### src/rtl/uart_pkg.sv
// Shared UART definitions: FSM state encodings, frame geometry and small
// helpers used by both the receiver and the transmitter.
`timescale 1ns/1ps
package uart_pkg;

  // Payload bits per frame and the width of the bit-index counter.
  localparam int unsigned DATA_BITS = 8;
  localparam int unsigned CNT_W     = 3;

  typedef logic [1:0]       state_t;
  typedef logic [CNT_W-1:0] bit_cnt_t;

  // FSM state encodings (legacy-compatible constants).
  localparam logic [1:0] ST_IDLE  = 2'd0;
  localparam logic [1:0] ST_DATA  = 2'd1;
  localparam logic [1:0] ST_STOP  = 2'd2;
  localparam logic [1:0] ST_BREAK = 2'd3;

  // Bit counter endpoints: reception starts at the highest index.
  localparam logic [CNT_W-1:0] CNT_LAST = 3'd7;
  localparam logic [CNT_W-1:0] CNT_ZERO = 3'd0;
  localparam logic [CNT_W-1:0] CNT_ONE  = 3'd1;

  // True whenever the given state is not IDLE.
  function automatic logic state_is_busy(input logic [1:0] st);
    return (st != ST_IDLE);
  endfunction

endpackage

### src/rtl/rx_sync.sv
// Multi-flop synchronizer for the asynchronous serial line. Flops reset to
// the idle (high) line level so no false start bit is seen after reset.
`timescale 1ns/1ps
module rx_sync #(
  parameter int SYNC_STAGES = 2
) (
  input  logic clk_115200hz,
  input  logic reset,
  input  logic rx,
  output logic rx_s
);

  logic [SYNC_STAGES-1:0] sync_r;

  // Shift the raw line through the synchronizer chain.
  always_ff @(posedge clk_115200hz or posedge reset) begin
    if (reset) begin
      sync_r <= {SYNC_STAGES{1'b1}};
    end else begin
      sync_r <= {sync_r[SYNC_STAGES-2:0], rx};
    end
  end

  assign rx_s = sync_r[SYNC_STAGES-1];

endmodule

### src/rtl/serial_rx.sv
// Serial receiver: one clock edge per bit, frame = start(0), 8 data bits,
// stop(1). Holds the last good byte with a valid/ack handshake, flags
// overwritten bytes as overrun and pulses frame_err on a bad stop bit.
`timescale 1ns/1ps
module serial_rx
  import uart_pkg::*;
#(
  parameter int SYNC_STAGES = 2
) (
  input  logic       clk_115200hz,
  input  logic       reset,
  input  logic       rx,
  input  logic       ack,
  output logic [0:7] data,
  output logic       valid,
  output logic       frame_err,
  output logic       overrun,
  output logic       busy
);

  logic                 rx_s;
  logic [1:0]           state_r;
  logic [1:0]           state_nxt_s;
  logic [CNT_W-1:0]     cnt_r;
  logic [0:DATA_BITS-1] shift_r;
  logic [0:DATA_BITS-1] data_r;
  logic                 valid_r;
  logic                 overrun_r;
  logic                 frame_err_r;
  logic                 busy_r;
  logic                 start_s;
  logic                 complete_s;
  logic                 bad_stop_s;

  rx_sync #(
    .SYNC_STAGES (SYNC_STAGES)
  ) u_rx_sync (
    .clk_115200hz (clk_115200hz),
    .reset        (reset),
    .rx           (rx),
    .rx_s         (rx_s)
  );

  // Next-state decode plus the start / completion / bad-stop events.
  always_comb begin
    state_nxt_s = state_r;
    start_s     = 1'b0;
    complete_s  = 1'b0;
    bad_stop_s  = 1'b0;
    case (state_r)
      ST_IDLE: begin
        if (!rx_s) begin
          state_nxt_s = ST_DATA;
          start_s     = 1'b1;
        end else begin
          state_nxt_s = ST_IDLE;
        end
      end
      ST_DATA: begin
        if (cnt_r == CNT_ZERO) begin
          state_nxt_s = ST_STOP;
        end else begin
          state_nxt_s = ST_DATA;
        end
      end
      ST_STOP: begin
        if (rx_s) begin
          state_nxt_s = ST_IDLE;
          complete_s  = 1'b1;
        end else begin
          state_nxt_s = ST_BREAK;
          bad_stop_s  = 1'b1;
        end
      end
      ST_BREAK: begin
        if (rx_s) begin
          state_nxt_s = ST_IDLE;
        end else begin
          state_nxt_s = ST_BREAK;
        end
      end
      default: begin
        state_nxt_s = ST_IDLE;
      end
    endcase
  end

  // State register and busy flag, which is registered alongside the state.
  always_ff @(posedge clk_115200hz or posedge reset) begin
    if (reset) begin
      state_r <= ST_IDLE;
      busy_r  <= 1'b0;
    end else begin
      state_r <= state_nxt_s;
      busy_r  <= state_is_busy(state_nxt_s);
    end
  end

  // Bit counter and shift register: each DATA edge stores rx_s at the
  // current index (first bit at index 7) and counts down.
  always_ff @(posedge clk_115200hz or posedge reset) begin
    if (reset) begin
      cnt_r   <= CNT_LAST;
      shift_r <= {DATA_BITS{1'b0}};
    end else if (start_s) begin
      cnt_r   <= CNT_LAST;
      shift_r <= shift_r;
    end else if (state_r == ST_DATA) begin
      cnt_r          <= cnt_r - CNT_ONE;
      shift_r[cnt_r] <= rx_s;
    end else begin
      cnt_r   <= cnt_r;
      shift_r <= shift_r;
    end
  end

  // Output byte, valid/overrun handshake and the one-cycle frame error.
  // A completion always wins over an ack for valid; an ack on the same
  // edge only decides whether the overwrite counts as an overrun.
  always_ff @(posedge clk_115200hz or posedge reset) begin
    if (reset) begin
      data_r      <= 8'h00;
      valid_r     <= 1'b0;
      overrun_r   <= 1'b0;
      frame_err_r <= 1'b0;
    end else begin
      frame_err_r <= bad_stop_s;
      if (complete_s) begin
        data_r  <= shift_r;
        valid_r <= 1'b1;
        if (valid_r && !ack) begin
          overrun_r <= 1'b1;
        end else if (valid_r && ack) begin
          overrun_r <= 1'b0;
        end else begin
          overrun_r <= overrun_r;
        end
      end else if (ack && valid_r) begin
        data_r    <= data_r;
        valid_r   <= 1'b0;
        overrun_r <= 1'b0;
      end else begin
        data_r    <= data_r;
        valid_r   <= valid_r;
        overrun_r <= overrun_r;
      end
    end
  end

  assign data      = data_r;
  assign valid     = valid_r;
  assign overrun   = overrun_r;
  assign frame_err = frame_err_r;
  assign busy      = busy_r;

endmodule

### config.mk
export PLATFORM = sky130hd
export DESIGN_NAME = serial_rx
export DESIGN_NICKNAME = d
export VERILOG_FILES = /design/src/rtl/uart_pkg.sv /design/src/rtl/rx_sync.sv /design/src/rtl/serial_rx.sv
export SDC_FILE = /design/constraint.sdc
export NUM_CORES = 1
export LEC_CHECK = 0
export CAP_MARGIN = 5
export CORE_MARGIN = 2
export CORE_UTILIZATION = 54
export CTS_CLUSTER_DIAMETER = 200
export DETAILED_ROUTE_END_ITERATION = 6
export PLACE_DENSITY = 0.79
export SYNTH_ARGS = -nofsm -noshare
export SYNTH_HDL_FRONTEND = slang
export SYNTH_HIERARCHICAL = 1
export SYNTH_SLANG_ARGS = --single-unit
### constraint.sdc
create_clock -name clk_115200hz -period 2.4 [get_ports clk_115200hz]
set_input_delay 0.36 -clock clk_115200hz [delete_from_list [all_inputs] [get_ports clk_115200hz]]
set_output_delay 0.36 -clock clk_115200hz [all_outputs]
set_load 0.02 [all_outputs]
==> key figures <==
Critical path
  – CP startpoint kind: flip-flop
  – Worst path slowest cell: clkdlybuf4s50_1
  – Buffers plus inverters on the worst setup path: 1
  – Crit path max-delay family: buffers and inverters
  – Worst path required time: approximately 2.0 ns
  – Arrival time at the worst endpoint: ~1.3 ns
  – Cell chain of the critical path: clkdlybuf4s50_1
  – CP Capture Type: output port
  – Crit-path max FO: 3
  – Critical path class: reg -> out
  – CP peak stage delay: between 0.6 and 0.7 ns

Floorplan
  – Initial Utilization: between 50% and 60%
  – # IOs: 16
  – Row cnt: 16
  – Die area: approximately 0.0025 mm2
  – Die height: 49.8 um
  – Std-Cell Core Area: a little under 0.002 mm2
  – Die Span X: 49.8 um

Route
  – DR pass1 iterations: 1
  – Routed vias/inst: slightly above 5
  – Via count: 652
  – Post-Route WL: between 1500 and 2000 um
  – Remaining DRCs: 0
  – DR WL/cell: 12.4 um
  – Number of routed nets with antenna violations: 0
  – Number of DRC markers in iteration 0: 0

Power and ir drop
  – Pwr per Cell Area: 1260 mW/mm2
  – Leak Pwr: 0.571 nW
  – VDD IR max: ~0.64 mV

Global route
  – Pin count of the biggest net entering global routing: 26
  – GRT overflow: 0
  – Vias in the first global route: slightly below 700
  – Initial antenna violation count: 0
  – Gr usage total: between 15 and 20%
  – Global-route wire length before repair: ~2900 um

Cells and area
  – Leading cell type in the layout, fill and taps excluded: dfrtp_1
  – Post-route insts no fill: roughly 130
  – Layout cells sized above 1: 23.2%
  – Layout Nets: between 100 and 150
  – Finished Cell Area: between 0.001 and 0.0015 mm2
  – Most frequent cells in the layout: dfrtp_1, clkdlybuf4s50_1, mux2_2, mux2_1, inv_1
  – Ant diodes: 0
  – Synthesis-to-finish area growth: 17.0%
  – Core Util, Final: between 60% and 70%

Yosys
  – Number of library cell types mapped by synthesis: 24
  – Syn_area_per_cell: 13.7 um2
  – Synth top area share: between 40% and 50%
  – Area leader, netlist: dfrtp_1
  – Ys Warns: 6
  – Synthesized cell area: between 0.001 and 0.0015 mm2
  – Post-synth net total: 89
  – #FFs+latches synth: 27
  – Top post-synthesis cells by area: dfrtp_1, dfstp_2, mux2_2
  – Synth Instances: 83
  – Seq/Total Area, Yosys: between 60% and 70%

STA
  – Setup TNS: 0 ns
  – Final clock skew: between 0.003 and 0.004 ns
  – Minimum clock period: ~1.7 ns
  – Final Max Tran Viols: 0
  – Slew Limit Headroom: 68.6%
  – Final setup viols: 0
  – Final worst-path cycle share: between 60% and 70%
  – RSZ-0062 raised after global routing: no
  – Highest clock rate: roughly 600 MHz
  – Worst-margin pin slew: 0.469 ns
  – Fin. Hold Viols: 0

Place
  – Placed inst area: approximately 0.0013 mm2
  – # placed instances: about 120
  – RePlAce Congestion: 0.735
  – Final HPWL DP: around 1100 um
  – Input/output buffers: 15

CTS
  – Clock slew at reported path FFs: around 0.13 ns
  – Post_cts resized: 0
  – CTS tree: done
  – Max Buffers Root-to-Sink: 2
  – Root Driver: clkbuf_4
  – Post-CTS setup buffers: 0
  – Clock sink count: 27
  – Worst-Skew Late Latency: a little over 0.3 ns
  – Hold-fix buffers, CTS: 0
  – CTS H-tree depth: 1
  – CTS Buf Count: 3

Flow run
  – Max cap viols: 0

Outcome
  – Outcome: finished clean

Worst hold path
  – Worst min path class: reg -> reg
synth_stat cells:
library cell / instances
a21oi_1: 1
a2bb2oi_1: 3
buf_2: 2
buf_6: 1
clkbuf_1: 1
dfrtp_1: 22
dfstp_2: 5
ha_1: 2
inv_1: 7
inv_2: 1
mux2_1: 7
mux2_2: 10
nand2_1: 2
nand2b_1: 2
nand3b_1: 3
nor2_1: 2
nor3_1: 4
nor3b_2: 1
nor4_1: 1
nor4_2: 1
nor4b_4: 1
o21a_1: 1
o21ai_0: 2
o22ai_1: 1
layout make-up:
type | count | area (um2)
Timing Repair Buffer | 16 | 158
Inverter | 8 | 30.0
Tap cell | 27 | 33.8
Multi-Input combinational cell | 44 | 397
Sequential cell | 27 | 682
Fill cell | 161 | 636
Clock buffer | 4 | 26.3
report_power, final:
part,internal (mW),switching (mW)
sequential,0.665,0.150
combinational,0.368,0.308
clock,0.0647,0.120
total,1.10,0.578
path summary, 6_finish.rpt:
check	from	endpoint	slack, ns	cells past startpoint
worst max-delay path	valid$_DFFE_PP0P_	valid	0.73	1
worst min-delay path	u_rx_sync/sync_r[0]$_DFF_PP1_	u_rx_sync/sync_r[1]$_DFF_PP1_	0.37	0
worst max register to register	u_rx_sync/sync_r[1]$_DFF_PP1_	data[5]$_DFFE_PP0P_	0.84	2
worst min register to register	u_rx_sync/sync_r[0]$_DFF_PP1_	u_rx_sync/sync_r[1]$_DFF_PP1_	0.37	0
max in group asynchronous	reset	cnt_r[0]$_DFFE_PP1P_	1.71	3
min in group asynchronous	reset	u_rx_sync/sync_r[0]$_DFF_PP1_	0.38	2
layer usage:
| metal | up-vias | share of wire, % | routed length, um | GRT usage [%] |
|---|---|---|---|---|
| met5 | - | 0 | 0 | 0 |
| met4 | 0 | 0.70 | 11 | 6.02 |
| met3 | 2 | 3.1 | 48 | 2.73 |
| met2 | 9 | 47 | 730 | 24.4 |
| met1 | 321 | 49 | 773 | 20.9 |
| li1 | 320 | - | - | - |
flip-flops by register name, summed over array words and instances (netlist names), named ones only:
name / count
u_rx_sync/sync_r: 2
valid: 1
state_r: 2
busy: 1
data: 8
shift_r: 8
frame_err: 1
cnt_r: 3
cell families after synthesis:
group                      after synthesis  share of synthesized area [%]
DFF                                     27                           60.2
adders and majority gates                2                           2.21
muxes                                   17                           16.9
AOI/OAI and AO/OA                        8                           4.86
and+or+nand+nor                         17                           11.0
buffers and inverters                   12                           4.86
stage by stage:
step | worst slack (ns) | hold slack, ns | total power [mW]
detailed placement | 0.821 | 0.348 | 1.51
finish | 0.728 | 0.366 | 1.68
global placement | 0.876 | 0.348 | 1.50
floorplan | 1.03 | 0.272 | 1.29
CTS | 0.710 | 0.367 | 1.70
global route | 0.658 | 0.374 | 1.81
(Power assumes the default switching activity.)
